--- src/rtl/hold_grab_arbiter_pkg.sv ---
// Shared types and constants for the hold grab arbiter: table geometry,
// coordinate widths, reset hold positions and the sequencer state encoding.
package hold_pkg;

  localparam int N_HOLDS       = 15;
  localparam int IDX_WIDTH     = 4;
  localparam int RADIUS_SQ_DEF = 150;

  localparam int X_W  = 12;  // hold / screen-origin x
  localparam int Y_W  = 13;  // hold / screen-origin y
  localparam int HX_W = 11;  // hand screen x
  localparam int HY_W = 10;  // hand screen y
  localparam int WX_W = 13;  // hand world x
  localparam int WY_W = 14;  // hand world y
  localparam int D_W  = 29;  // squared distance

  typedef struct packed {
    logic signed [X_W-1:0] x;
    logic signed [Y_W-1:0] y;
  } hold_pos_t;

  typedef hold_pos_t hold_tab_t [N_HOLDS];

  localparam hold_tab_t HOLD_DEFAULTS = '{
    '{x:  12'sd400, y:   13'sd50},
    '{x:  12'sd300, y:  13'sd100},
    '{x:  12'sd200, y:  13'sd300},
    '{x:  12'sd600, y:  13'sd200},
    '{x:  12'sd100, y: -13'sd100},
    '{x:  12'sd450, y: -13'sd550},
    '{x:  12'sd700, y:  13'sd400},
    '{x: -12'sd200, y:  13'sd150},
    '{x:  12'sd800, y: -13'sd300},
    '{x:   12'sd50, y:  13'sd600},
    '{x: 12'sd1000, y:    13'sd0},
    '{x: -12'sd500, y: -13'sd500},
    '{x: 12'sd1500, y:  13'sd900},
    '{x:  12'sd250, y: -13'sd1000},
    '{x:  12'sd900, y:  13'sd700}
  };

  typedef enum logic [2:0] {
    ST_IDLE  = 3'd0,
    ST_SCAN  = 3'd1,
    ST_DRAIN = 3'd2,
    ST_ARB   = 3'd3,
    ST_WR0   = 3'd4,
    ST_WR1   = 3'd5
  } hga_state_e;

  // Entries beyond the default table (larger NUM_HOLDS builds) reset to the origin.
  function automatic hold_pos_t hold_default(input int idx);
    if (idx >= 0 && idx < N_HOLDS) return HOLD_DEFAULTS[idx];
    return '0;
  endfunction

endpackage

--- src/rtl/hold_grab_arbiter_if.sv ---
// Frame-control, hand-tracking and renderer read-port bundle of the hold grab arbiter.
interface hold_grab_arbiter_if
  import hold_pkg::*;
#(
  parameter int IDX_W = IDX_WIDTH
);
  // No valid/ready pairs here: frame_tick is a one-cycle start strobe sampled only
  // while the sequencer is idle (hand/screen inputs are captured on that cycle),
  // and the read port is free-running: rd_idx in cycle N gives rd_x/rd_y in cycle N+1.
  logic                   frame_tick;
  logic                   edit_en;
  logic signed [X_W-1:0]  screenx;
  logic signed [Y_W-1:0]  screeny;
  logic [HX_W-1:0]        hand0_x;
  logic [HX_W-1:0]        hand1_x;
  logic [HY_W-1:0]        hand0_y;
  logic [HY_W-1:0]        hand1_y;
  logic                   grab0;
  logic                   grab1;
  logic [IDX_W-1:0]       rd_idx;
  logic signed [X_W-1:0]  rd_x;
  logic signed [Y_W-1:0]  rd_y;
  logic [1:0]             own_valid;
  logic [IDX_W-1:0]       own_idx0;
  logic [IDX_W-1:0]       own_idx1;
  logic                   busy;
  logic                   overrun;

  modport master (
    output frame_tick, edit_en, screenx, screeny,
    output hand0_x, hand1_x, hand0_y, hand1_y, grab0, grab1, rd_idx,
    input  rd_x, rd_y, own_valid, own_idx0, own_idx1, busy, overrun
  );

  modport slave (
    input  frame_tick, edit_en, screenx, screeny,
    input  hand0_x, hand1_x, hand0_y, hand1_y, grab0, grab1, rd_idx,
    output rd_x, rd_y, own_valid, own_idx0, own_idx1, busy, overrun
  );
endinterface

--- src/rtl/hold_grab_arbiter_dist_sq.sv ---
// Two-stage squared distance between a hand world position and one hold:
// stage 1 squares the axis deltas, stage 2 sums them. Index and valid ride along.
module hold_dist_sq
  import hold_pkg::*;
#(
  parameter int IDX_W = IDX_WIDTH
) (
  input  logic                   vclock,
  input  logic                   reset,
  input  logic                   i_valid,
  input  logic [IDX_W-1:0]       i_idx,
  input  logic signed [WX_W-1:0] i_wx,
  input  logic signed [WY_W-1:0] i_wy,
  input  hold_pos_t              i_pos,
  output logic                   o_valid,
  output logic [IDX_W-1:0]       o_idx,
  output logic [D_W-1:0]         o_d
);
  logic signed [WX_W-1:0] w_dx;
  logic signed [WY_W-1:0] w_dy;
  logic signed [D_W-1:0]  w_dx_e;
  logic signed [D_W-1:0]  w_dy_e;

  logic                   r_v1;
  logic [IDX_W-1:0]       r_idx1;
  logic [D_W-1:0]         r_sq_x;
  logic [D_W-1:0]         r_sq_y;
  logic                   r_v2;
  logic [IDX_W-1:0]       r_idx2;
  logic [D_W-1:0]         r_d;

  // Deltas wrap at the world-coordinate widths; squares are taken on sign-extended copies.
  assign w_dx   = i_wx - {i_pos.x[X_W-1], i_pos.x};
  assign w_dy   = i_wy - {i_pos.y[Y_W-1], i_pos.y};
  assign w_dx_e = D_W'(w_dx);
  assign w_dy_e = D_W'(w_dy);

  always_ff @(posedge vclock) begin
    if (reset) begin
      r_v1   <= 1'b0;
      r_idx1 <= '0;
      r_sq_x <= '0;
      r_sq_y <= '0;
      r_v2   <= 1'b0;
      r_idx2 <= '0;
      r_d    <= '0;
    end else begin
      r_v1   <= i_valid;
      r_idx1 <= i_idx;
      r_sq_x <= w_dx_e * w_dx_e;
      r_sq_y <= w_dy_e * w_dy_e;
      r_v2   <= r_v1;
      r_idx2 <= r_idx1;
      r_d    <= r_sq_x + r_sq_y;
    end
  end

  assign o_valid = r_v2;
  assign o_idx   = r_idx2;
  assign o_d     = r_d;
endmodule

--- src/rtl/hold_grab_arbiter.sv ---
// Frame-sequenced hold table owner: scans holds for the nearest grab hit per hand,
// arbitrates ownership and drags owned holds. Optional HOLD_GRAB_SNAP_EN snaps writes to 8 units.
module hold_grab_arbiter
  import hold_pkg::*;
#(
  parameter int          NUM_HOLDS = N_HOLDS,
  parameter int          IDX_W     = IDX_WIDTH,
  parameter int unsigned RADIUS_SQ = RADIUS_SQ_DEF
) (
  input  logic                vclock,
  input  logic                reset,
  hold_grab_arbiter_if.slave  bus,
  output hga_state_e          o_state
);
  hga_state_e             r_state;
  hga_state_e             w_next_state;
  logic [IDX_W-1:0]       r_scan_idx;
  logic                   r_drain_cnt;

  logic                   r_edit;
  logic [1:0]             r_grab;
  logic [1:0]             r_prev_grab;
  logic                   r_prio;
  logic signed [WX_W-1:0] r_wx [2];
  logic signed [WY_W-1:0] r_wy [2];
  logic signed [WX_W-1:0] w_wx [2];
  logic signed [WY_W-1:0] w_wy [2];

  logic [1:0]             r_best_hit;
  logic [D_W-1:0]         r_best_d   [2];
  logic [IDX_W-1:0]       r_best_idx [2];
  logic [1:0]             w_dv;
  logic [IDX_W-1:0]       w_didx [2];
  logic [D_W-1:0]         w_d    [2];

  logic [1:0]             r_own_valid;
  logic [IDX_W-1:0]       r_own_idx [2];
  logic [1:0]             w_keep;
  logic [1:0]             w_acq;
  logic [1:0]             w_new_valid;
  logic [IDX_W-1:0]       w_new_idx [2];
  logic                   w_prio_next;

  hold_pos_t              r_table [NUM_HOLDS];
  hold_pos_t              w_scan_pos;
  hold_pos_t              w_wr_pos;
  logic                   w_wr_h;
  hold_pos_t              r_rd;
  logic                   r_overrun;
  logic                   w_start;

  assign w_start = (r_state == ST_IDLE) && bus.frame_tick;

  assign w_wx[0] = {bus.screenx[X_W-1], bus.screenx} + {{(WX_W-HX_W){1'b0}}, bus.hand0_x};
  assign w_wx[1] = {bus.screenx[X_W-1], bus.screenx} + {{(WX_W-HX_W){1'b0}}, bus.hand1_x};
  assign w_wy[0] = {bus.screeny[Y_W-1], bus.screeny} + {{(WY_W-HY_W){1'b0}}, bus.hand0_y};
  assign w_wy[1] = {bus.screeny[Y_W-1], bus.screeny} + {{(WY_W-HY_W){1'b0}}, bus.hand1_y};

  always_ff @(posedge vclock) begin
    if (reset) r_state <= ST_IDLE;
    else       r_state <= w_next_state;
  end

  always_comb begin
    w_next_state = r_state;
    case (r_state)
      ST_IDLE:  if (bus.frame_tick) w_next_state = ST_SCAN;
      ST_SCAN:  if (r_scan_idx == IDX_W'(NUM_HOLDS - 1)) w_next_state = ST_DRAIN;
      ST_DRAIN: if (r_drain_cnt) w_next_state = ST_ARB;
      ST_ARB:   w_next_state = ST_WR0;
      ST_WR0:   w_next_state = ST_WR1;
      ST_WR1:   w_next_state = ST_IDLE;
      default:  w_next_state = ST_IDLE;
    endcase
  end

  always_ff @(posedge vclock) begin
    if (reset) begin
      r_scan_idx  <= '0;
      r_drain_cnt <= 1'b0;
    end else begin
      if (w_start) r_scan_idx <= '0;
      else if (r_state == ST_SCAN) r_scan_idx <= r_scan_idx + 1'b1;
      r_drain_cnt <= (r_state == ST_DRAIN) ? ~r_drain_cnt : 1'b0;
    end
  end

  // Everything after the tick works on this snapshot, never on live hand inputs.
  always_ff @(posedge vclock) begin
    if (reset) begin
      r_edit <= 1'b0;
      r_grab <= 2'b00;
      for (int h = 0; h < 2; h++) begin
        r_wx[h] <= '0;
        r_wy[h] <= '0;
      end
    end else if (w_start) begin
      r_edit <= bus.edit_en;
      r_grab <= {bus.grab1, bus.grab0};
      for (int h = 0; h < 2; h++) begin
        r_wx[h] <= w_wx[h];
        r_wy[h] <= w_wy[h];
      end
    end
  end

  assign w_scan_pos = r_table[r_scan_idx];

  for (genvar g = 0; g < 2; g++) begin : g_dist
    hold_dist_sq #(.IDX_W(IDX_W)) u_dist (
      .vclock  (vclock),
      .reset   (reset),
      .i_valid (r_state == ST_SCAN),
      .i_idx   (r_scan_idx),
      .i_wx    (r_wx[g]),
      .i_wy    (r_wy[g]),
      .i_pos   (w_scan_pos),
      .o_valid (w_dv[g]),
      .o_idx   (w_didx[g]),
      .o_d     (w_d[g])
    );
  end

  // Strict less-than on both tests keeps the lowest index among equal distances.
  always_ff @(posedge vclock) begin
    if (reset || w_start) begin
      r_best_hit <= 2'b00;
      for (int h = 0; h < 2; h++) begin
        r_best_d[h]   <= '0;
        r_best_idx[h] <= '0;
      end
    end else begin
      for (int h = 0; h < 2; h++) begin
        if (w_dv[h] && (w_d[h] < D_W'(RADIUS_SQ)) &&
            (!r_best_hit[h] || (w_d[h] < r_best_d[h]))) begin
          r_best_hit[h] <= 1'b1;
          r_best_d[h]   <= w_d[h];
          r_best_idx[h] <= w_didx[h];
        end
      end
    end
  end

  always_comb begin
    w_keep      = 2'b00;
    w_acq       = 2'b00;
    w_new_valid = 2'b00;
    w_prio_next = r_prio;
    for (int h = 0; h < 2; h++) begin
      w_new_idx[h] = r_own_idx[h];
      w_keep[h]    = r_edit && r_grab[h] && r_own_valid[h];
    end
    for (int h = 0; h < 2; h++) begin
      w_acq[h] = r_edit && r_grab[h] && !r_own_valid[h] && !r_prev_grab[h] &&
                 r_best_hit[h] && !(w_keep[1-h] && (r_own_idx[1-h] == r_best_idx[h]));
    end
    if ((w_acq == 2'b11) && (r_best_idx[0] == r_best_idx[1])) begin
      if (r_prio) w_acq[0] = 1'b0;
      else        w_acq[1] = 1'b0;
      w_prio_next = ~r_prio;
    end
    for (int h = 0; h < 2; h++) begin
      w_new_valid[h] = w_keep[h] | w_acq[h];
      if (w_acq[h]) w_new_idx[h] = r_best_idx[h];
    end
  end

  always_ff @(posedge vclock) begin
    if (reset) begin
      r_own_valid <= 2'b00;
      r_prev_grab <= 2'b00;
      r_prio      <= 1'b0;
      for (int h = 0; h < 2; h++) r_own_idx[h] <= '0;
    end else if (r_state == ST_ARB) begin
      r_own_valid <= w_new_valid;
      r_prev_grab <= r_grab;
      r_prio      <= w_prio_next;
      for (int h = 0; h < 2; h++) r_own_idx[h] <= w_new_idx[h];
    end
  end

  always_comb begin
    w_wr_h     = (r_state == ST_WR1);
    w_wr_pos.x = r_wx[w_wr_h][X_W-1:0];
    w_wr_pos.y = r_wy[w_wr_h][Y_W-1:0];
`ifdef HOLD_GRAB_SNAP_EN
    w_wr_pos.x[2:0] = 3'b000;
    w_wr_pos.y[2:0] = 3'b000;
`endif
  end

  always_ff @(posedge vclock) begin
    if (reset) begin
      for (int i = 0; i < NUM_HOLDS; i++) r_table[i] <= hold_default(i);
    end else begin
      if ((r_state == ST_WR0) && r_own_valid[0]) r_table[r_own_idx[0]] <= w_wr_pos;
      if ((r_state == ST_WR1) && r_own_valid[1]) r_table[r_own_idx[1]] <= w_wr_pos;
    end
  end

  always_ff @(posedge vclock) begin
    if (reset) begin
      r_rd      <= '0;
      r_overrun <= 1'b0;
    end else begin
      r_rd      <= (32'(bus.rd_idx) < NUM_HOLDS) ? r_table[bus.rd_idx] : '0;
      r_overrun <= bus.frame_tick && (r_state != ST_IDLE);
    end
  end

  assign bus.rd_x      = r_rd.x;
  assign bus.rd_y      = r_rd.y;
  assign bus.own_valid = r_own_valid;
  assign bus.own_idx0  = r_own_idx[0];
  assign bus.own_idx1  = r_own_idx[1];
  assign bus.busy      = (r_state != ST_IDLE);
  assign bus.overrun   = r_overrun;
  assign o_state       = r_state;
endmodule

--- src/flat_wrapper.sv ---
// flat-port wrapper written by rule: the top's interface ports become plain ports
module hold_grab_arbiter_flat import hold_pkg::*;
#(
  parameter int          NUM_HOLDS = N_HOLDS,
  parameter int          IDX_W     = IDX_WIDTH,
  parameter int unsigned RADIUS_SQ = RADIUS_SQ_DEF
)
  (vclock, reset, o_state, bus_frame_tick, bus_edit_en, bus_screenx, bus_screeny, bus_hand0_x, bus_hand1_x, bus_hand0_y, bus_hand1_y, bus_grab0, bus_grab1, bus_rd_idx, bus_rd_x, bus_rd_y, bus_own_valid, bus_own_idx0, bus_own_idx1, bus_busy, bus_overrun);
  hold_grab_arbiter_if #(.IDX_W(IDX_W)) bus_i ();
  input  logic vclock;
  input  logic reset;
  output hga_state_e o_state;
  input wire logic [$bits(bus_i.frame_tick)-1:0] bus_frame_tick;
  input wire logic [$bits(bus_i.edit_en)-1:0] bus_edit_en;
  input wire logic [$bits(bus_i.screenx)-1:0] bus_screenx;
  input wire logic [$bits(bus_i.screeny)-1:0] bus_screeny;
  input wire logic [$bits(bus_i.hand0_x)-1:0] bus_hand0_x;
  input wire logic [$bits(bus_i.hand1_x)-1:0] bus_hand1_x;
  input wire logic [$bits(bus_i.hand0_y)-1:0] bus_hand0_y;
  input wire logic [$bits(bus_i.hand1_y)-1:0] bus_hand1_y;
  input wire logic [$bits(bus_i.grab0)-1:0] bus_grab0;
  input wire logic [$bits(bus_i.grab1)-1:0] bus_grab1;
  input wire logic [$bits(bus_i.rd_idx)-1:0] bus_rd_idx;
  output wire logic [$bits(bus_i.rd_x)-1:0] bus_rd_x;
  output wire logic [$bits(bus_i.rd_y)-1:0] bus_rd_y;
  output wire logic [$bits(bus_i.own_valid)-1:0] bus_own_valid;
  output wire logic [$bits(bus_i.own_idx0)-1:0] bus_own_idx0;
  output wire logic [$bits(bus_i.own_idx1)-1:0] bus_own_idx1;
  output wire logic [$bits(bus_i.busy)-1:0] bus_busy;
  output wire logic [$bits(bus_i.overrun)-1:0] bus_overrun;
  assign bus_i.frame_tick = bus_frame_tick;
  assign bus_i.edit_en = bus_edit_en;
  assign bus_i.screenx = bus_screenx;
  assign bus_i.screeny = bus_screeny;
  assign bus_i.hand0_x = bus_hand0_x;
  assign bus_i.hand1_x = bus_hand1_x;
  assign bus_i.hand0_y = bus_hand0_y;
  assign bus_i.hand1_y = bus_hand1_y;
  assign bus_i.grab0 = bus_grab0;
  assign bus_i.grab1 = bus_grab1;
  assign bus_i.rd_idx = bus_rd_idx;
  assign bus_rd_x = bus_i.rd_x;
  assign bus_rd_y = bus_i.rd_y;
  assign bus_own_valid = bus_i.own_valid;
  assign bus_own_idx0 = bus_i.own_idx0;
  assign bus_own_idx1 = bus_i.own_idx1;
  assign bus_busy = bus_i.busy;
  assign bus_overrun = bus_i.overrun;
  hold_grab_arbiter #(.NUM_HOLDS(NUM_HOLDS), .IDX_W(IDX_W), .RADIUS_SQ(RADIUS_SQ)) u_core (.vclock(vclock), .reset(reset), .bus(bus_i), .o_state(o_state));
endmodule
--- config.mk ---
export PLATFORM = sky130hd
export DESIGN_NAME = hold_grab_arbiter_flat
export DESIGN_NICKNAME = d
export VERILOG_FILES = /design/src/rtl/hold_grab_arbiter_pkg.sv /design/src/rtl/hold_grab_arbiter_if.sv /design/src/rtl/hold_grab_arbiter_dist_sq.sv /design/src/rtl/hold_grab_arbiter.sv /design/src/flat_wrapper.sv
export SDC_FILE = /design/constraint.sdc
export NUM_CORES = 2
export LEC_CHECK = 0
export CAP_MARGIN = 20
export CORE_MARGIN = 4
export CORE_UTILIZATION = 40
export DETAILED_ROUTE_END_ITERATION = 10
export GPL_TIMING_DRIVEN = 0
export REMOVE_ABC_BUFFERS = 1
export SLEW_MARGIN = 20
export SYNTH_ARGS = -nofsm -noshare
export SYNTH_HDL_FRONTEND = slang
export SYNTH_SLANG_ARGS = --single-unit
--- constraint.sdc ---
create_clock -name vclock -period 30.7 [get_ports vclock]
set_input_delay 3.07 -clock vclock [delete_from_list [all_inputs] [get_ports vclock]]
set_output_delay 3.07 -clock vclock [all_outputs]
set_load 0.005 [all_outputs]
# Word level (Yosys, flattened, before mapping)
# Memory sizes are Yosys's and may differ from the RTL's. A register that Yosys moved wholly into a read port is not among the register bits.
# Index checks and enable logic that the tools add are counted.
# op_classes
n_addsub	11
multipliers	4
div	0
n_lt_le_gt_ge	5
eq_ne	13
shifts	0
muxes	80
n_bitwise	16
reduce_logical	43
# op_table
cell	count
$mux W25	19
$mux W23	5
$mux W22	3
$add A29 B29 Y29	2
$lt A29 B29 Y1	2
$lt A29 B8 Y1 const B	2
$mux W29	2
$mul A14 B14 Y28	2
$mul A13 B13 Y26	2
$reduce_or A25 Y1	2
$mux W21	2
$mux W4	10
$add A13 B11 Y14	2
$mux W14	2
$sub A14 B14 Y14	2
$mux W1	27
$add A12 B12 Y13	2
$mux W13	2
$sub A13 B13 Y13	2
$mux W24	1
$logic_and A1 B1 Y1	23
$mux W20	1
$mux W19	1
$pmux W3 S5	1
other kinds (21)	53
# word_totals
register_bits	203
latchBits	0
ram_bits	503
romBits	0
inputBits	77
output_inout_bits	40
word_cells	199
memories	6
# mem_list
name	depth	width	read_ports	rd_clocked_by_memory_dff	write_ports	line_no	source
u_core.r_table	15	25	2	2	15	hold_grab_arbiter.sv:44	hold_pos_t r_table [NUM_HOLDS];
u_core.r_best_d	2	29	2	0	2	hold_grab_arbiter.sv:30	logic [D_W-1:0] r_best_d [2];
u_core.r_wy	2	14	3	0	2	hold_grab_arbiter.sv:25	logic signed [WY_W-1:0] r_wy [2];
u_core.r_wx	2	13	3	0	2	hold_grab_arbiter.sv:24	logic signed [WX_W-1:0] r_wx [2];
u_core.r_best_idx	2	4	2	0	2	hold_grab_arbiter.sv:31	logic [IDX_W-1:0] r_best_idx [2];
u_core.r_own_idx	2	4	2	0	2	hold_grab_arbiter.sv:37	logic [IDX_W-1:0] r_own_idx [2];

# Depth between registers and ports, before layout
# depth
depth_word	10
ltp_mapped	40
mapped_depth_nobuf	36

# Modules after synthesis
# From an unflattened synthesis, not the netlist that was laid out.
# unflattened
cells_unflattened	5799
hier_area_um2	63637.3
# modules_own_cells
module	n_inst	cells_per_inst	area_per_inst_um2	seq_area_each_um2
hold_grab_arbiter	1	2182	30394.2	16816.1
hold_dist_sq (u_core.g_dist[1].u_dist)	1	1818	16711.0	1821.7
hold_dist_sq (u_core.g_dist[0].u_dist)	1	1799	16532.1	1821.7

# Least setup slack after synthesis
# Ideal clock, no wire load.
# synth_timing
path_type	register to register
from	register (tool-made name)
to	register u_core.g_dist[1].u_dist.r_sq_x[27]
setup_time_ps	128
arrival_ps	9718
required_ps	30572
slack_ps	20854
path_stages_with_launch	39
path_buffers	3
period_less_slack_ps	9846
path_cell_list	dfxtp_1 -> buf_4 -> buf_1 -> buf_1 -> mux4_2 -> mux4_2 -> ha_1 -> inv_1 -> fa_1 -> a21o_1 -> a21oi_2 -> o21bai_2 -> a2111oi_4 -> o41ai_1 -> nor2_1 -> xor2_1 -> inv_2 -> nand2_1 -> [3 not listed] -> fa_1 -> inv_1 -> fa_1 -> inv_1 -> fa_1 -> inv_1 -> fa_1 -> inv_1 -> ha_1 -> a21o_1 -> a31oi_1 -> o21ai_1 -> a2111oi_0 -> o21ai_1 -> nor2b_1 -> o41ai_1 -> xnor2_1 -> nor2_1
# synth_rtl
element	line_no	source
to (signal assigned)	hold_grab_arbiter_dist_sq.sv:50	r_sq_x <= w_dx_e * w_dx_e;
to (decl)	hold_grab_arbiter_dist_sq.sv:26	logic [D_W-1:0] r_sq_x;

==> qor.yml <==
synth:
  synthArstFlopShare_pct: 0
  syn_inst: 5726
  ys_warn_count: 0
  yosysUniqueCellTypes: 82
  ys.flop_type: "edfxtp_1"
  yosys_register_bits: 748
  seq_area_frac_synth_pct: 32.3
  syn_avg_cell_area_um2: 10.9
  synth_area_um2: 62700
  synth_edf_count: 528
cts:
  cts_tree: "done"
  hold_buffers: 0
  ctsLongestPathBuffers: 3
  cts_resized: 0
  htree_levels: 3
  cts_made_buffers: 81
  cts_root_buffer: "clkbuf_16"
  post_cts_buffers: 0
  cts.sinks: 748
  clock_latency_ns: 0.73
  clkTransAtPathRegs_ns: 0.06
routing:
  drcViolationCount: 0
  drtIter0Drc: 3579
  vias_per_cell: 5.30
  firstDrtPassIters: 6
  totalWireLength_mm: 164
  drt-wirelength-per-cell_um: 20.7
  ant_nets: 0
  vias: 42100
place:
  place_area_um2: 67300
  place_ws_ns: 19.21
  port-buffer-count: 116
  hpwl_mm: 123
  place.gp.congestion: 0.866
global_route:
  antenna_found_initial: 2
  grt_pass1_vias: 44600
  grtUsageTotal_pct: 20.5
  grt-ovfl-total: 0
  grt_max_degree: 103
  grt_first_pass_wirelength_mm: 258
sta:
  max_slew.worst_pin.slew_ns: 1.22
  grt_setup_unrepaired: "false"
  fmax_ghz: 0.0864
  timing.final.ws_setup_ns: 19.13
  fin_skew_ns: 0.0746
  min_period_over_period_pct: 37.7
  period_minus_slack_ns: 11.57
  setup_viol: 0
  hold_viol_final: 0
  maxSlewHeadroom_pct: 18.6
  final-max-slew-violation-count: 0
  setup_tns_ns: 0
layout:
  n_fill_cell: 14400
  synthToLayoutAreaGrowth_pct: 11.7
  final_layout_size_suffix_gt1_share_pct: 10.4
  fin_area_um2: 70000
  final_nets: 7012
critical_path:
  required_ns: 31.26
  cpPeakStageDelay_ns: 0.88
  crit_path_frequent_cell: "fa_1"
  reg2reg_depth: 33
  criticalPathCategory: "register to register"
  rrSetupSlack_ns: 19.13
  start_kind: "register"
  reg2reg_to: "u_core.g_dist[0].u_dist.r_sq_x[23]"
  crit_path_top_delay_cell: "xnor2_1"
  crit_path_end_kind: "register"
  crit_arrival_ns: 12.13
  critPathMaxFanout: 32
run:
  cap_viol_max_count: 0
min_path:
  hold_path.class: "register to register"
  hp-start: "u_core.r_drain_cnt"
  whs_path_depth: 1
  holdPathEnd: "u_core.r_drain_cnt"
floorplan:
  dieArea_um2: 163000
  die_h_um: 404
  rows: 144
  die_x_um: 404
  ioPinCount: 117
  initial_core_util_pct: 40.4
  core_area_um2: 155000
run_status:
  outcome: "complete, no violations"
## critical path, delay by kind of cell (launching register included)
family                     cells  cell delay (ns)
xor gates and xnor gates       2             1.40
AOI/OAI and AO/OA             10             2.59
buffers and inverters          7             1.49
DFF                            1             0.53
muxes                          2             1.09
adders and majority gates      8             3.59
and+or+nand+nor                4             0.70
## layout make-up
cell class	count	area (um2)	area share (%)
Clock inverter	33	314	0.449
Antenna cell	1	2.50	0.00358
Inverter	995	3740	5.34
Sequential cell	748	20300	29.0
Clock buffer	117	2390	3.41
Tap cell	2044	2560	3.65
Multi-Input combinational cell	3809	38300	54.8
Timing Repair Buffer	181	2390	3.42
## synthesized netlist by cell type, types with 36 or more instances
| cell type | instances | area, um2 |
|---|---|---|
| a21o_1 | 99 | 743 |
| a21oi_1 | 138 | 691 |
| clkbuf_1 | 120 | 450 |
| dfxtp_1 | 220 | 4400 |
| edfxtp_1 | 528 | 15900 |
| fa_1 | 638 | 12800 |
| ha_1 | 481 | 6020 |
| inv_1 | 964 | 3620 |
| mux2i_1 | 36 | 360 |
| mux4_2 | 250 | 5630 |
| nand2_1 | 432 | 1620 |
| nand2b_1 | 43 | 269 |
| nand3_1 | 38 | 190 |
| nor2_1 | 714 | 2680 |
| nor2b_1 | 95 | 594 |
| nor3_1 | 76 | 380 |
| o21ai_0 | 93 | 465 |
| xnor2_1 | 140 | 1230 |
| xor2_1 | 105 | 920 |
## flip-flops by register name (all words and copies together), names as in the netlist, 2 cells and up, named ones only
register / cells
u_core.bus.rd_x: 12
u_core.o_state: 3
u_core.r_best_d: 58
u_core.r_prev_grab: 2
u_core.r_best_idx: 8
u_core.bus.rd_y: 13
u_core.r_grab: 2
u_core.g_dist.u_dist.r_sq_x: 50
u_core.r_table: 400
u_core.r_best_hit: 2
u_core.r_wy: 28
u_core.bus.own_valid: 2
u_core.r_wx: 26
u_core.g_dist.u_dist.o_idx: 4
u_core.r_own_idx: 8
u_core.g_dist.u_dist.o_d: 58
u_core.g_dist.u_dist.r_sq_y: 54
u_core.g_dist.u_dist.r_idx1: 4
u_core.r_scan_idx: 4
## metal layers
metal  global-route usage, %  vias to the layer above  part of all wire, %
li1                        -                    19200                    -
met3                    3.20                      282                  7.0
met5                       0                        -                    0
met2                    34.3                     1413                   48
met1                    27.3                    21100                   42
met4                    6.83                        0                  3.7
## layout by cell type (no fill, tap or decap), types with 20 or more instances in the layout
cell / n
inv_1: 964
nor2_1: 708
fa_1: 638
edfxtp_1: 528
ha_1: 481
nand2_1: 406
mux4_2: 250
dfxtp_1: 216
a21oi_1: 135
xnor2_1: 134
clkdlybuf4s50_1: 111
xor2_1: 100
a21o_1: 99
nor2b_1: 95
o21ai_0: 93
clkbuf_16: 84
nor3_1: 73
nand2b_1: 43
a21boi_1: 33
nand3_1: 33
and2_1: 32
o21a_1: 29
a211oi_1: 29
a21boi_2: 29
clkinv_1: 27
buf_16: 26
and3_1: 25
nand2_2: 24
mux2i_2: 20
## metrics by stage
stage | utilization [%] | hold WS (ns) | std cells
2_1_floorplan | - | 0.399 | 5552
3_3_place_gp | 42.4 | 0.414 | 7712
3_5_place_dp | 43.4 | 0.410 | 7777
4_1_cts | 45.1 | 0.419 | 7927
5_1_grt | 45.2 | 0.446 | 7927
6_report | 45.2 | 0.422 | 7928
## cell families after synthesis
kind of cell	after synthesis	synth area share (%)
buffers and inverters	1173	7.16
adder cells (fa/ha/maj)	1119	30.0
AO/OA/AOI/OAI	602	6.67
flip-flops	748	32.3
other	1	0.00598
XOR/XNOR	248	3.50
multiplexers	289	9.61
AND/OR/NAND/NOR	1546	10.7
## how the worst max path moves through the flow
| stage | start | endpoint | slack [ns] |
|---|---|---|---|
| global route | register | u_core.g_dist[0].u_dist.r_sq_x[23] | 18.54 |
| CTS | register | u_core.g_dist[0].u_dist.r_sq_x[23] | 19.16 |
| floorplan | register | u_core.g_dist[1].u_dist.r_sq_x[27] | 17.96 |
| detailed placement | register | u_core.g_dist[0].u_dist.r_sq_x[23] | 19.21 |
| finish | register | u_core.g_dist[0].u_dist.r_sq_x[23] | 19.13 |
| global placement | reset | u_core.r_best_idx[0][1] | 11.14 |
Power is not shown: default switching activity piles up to over one toggle a cycle in this logic, so the estimate is an artifact.
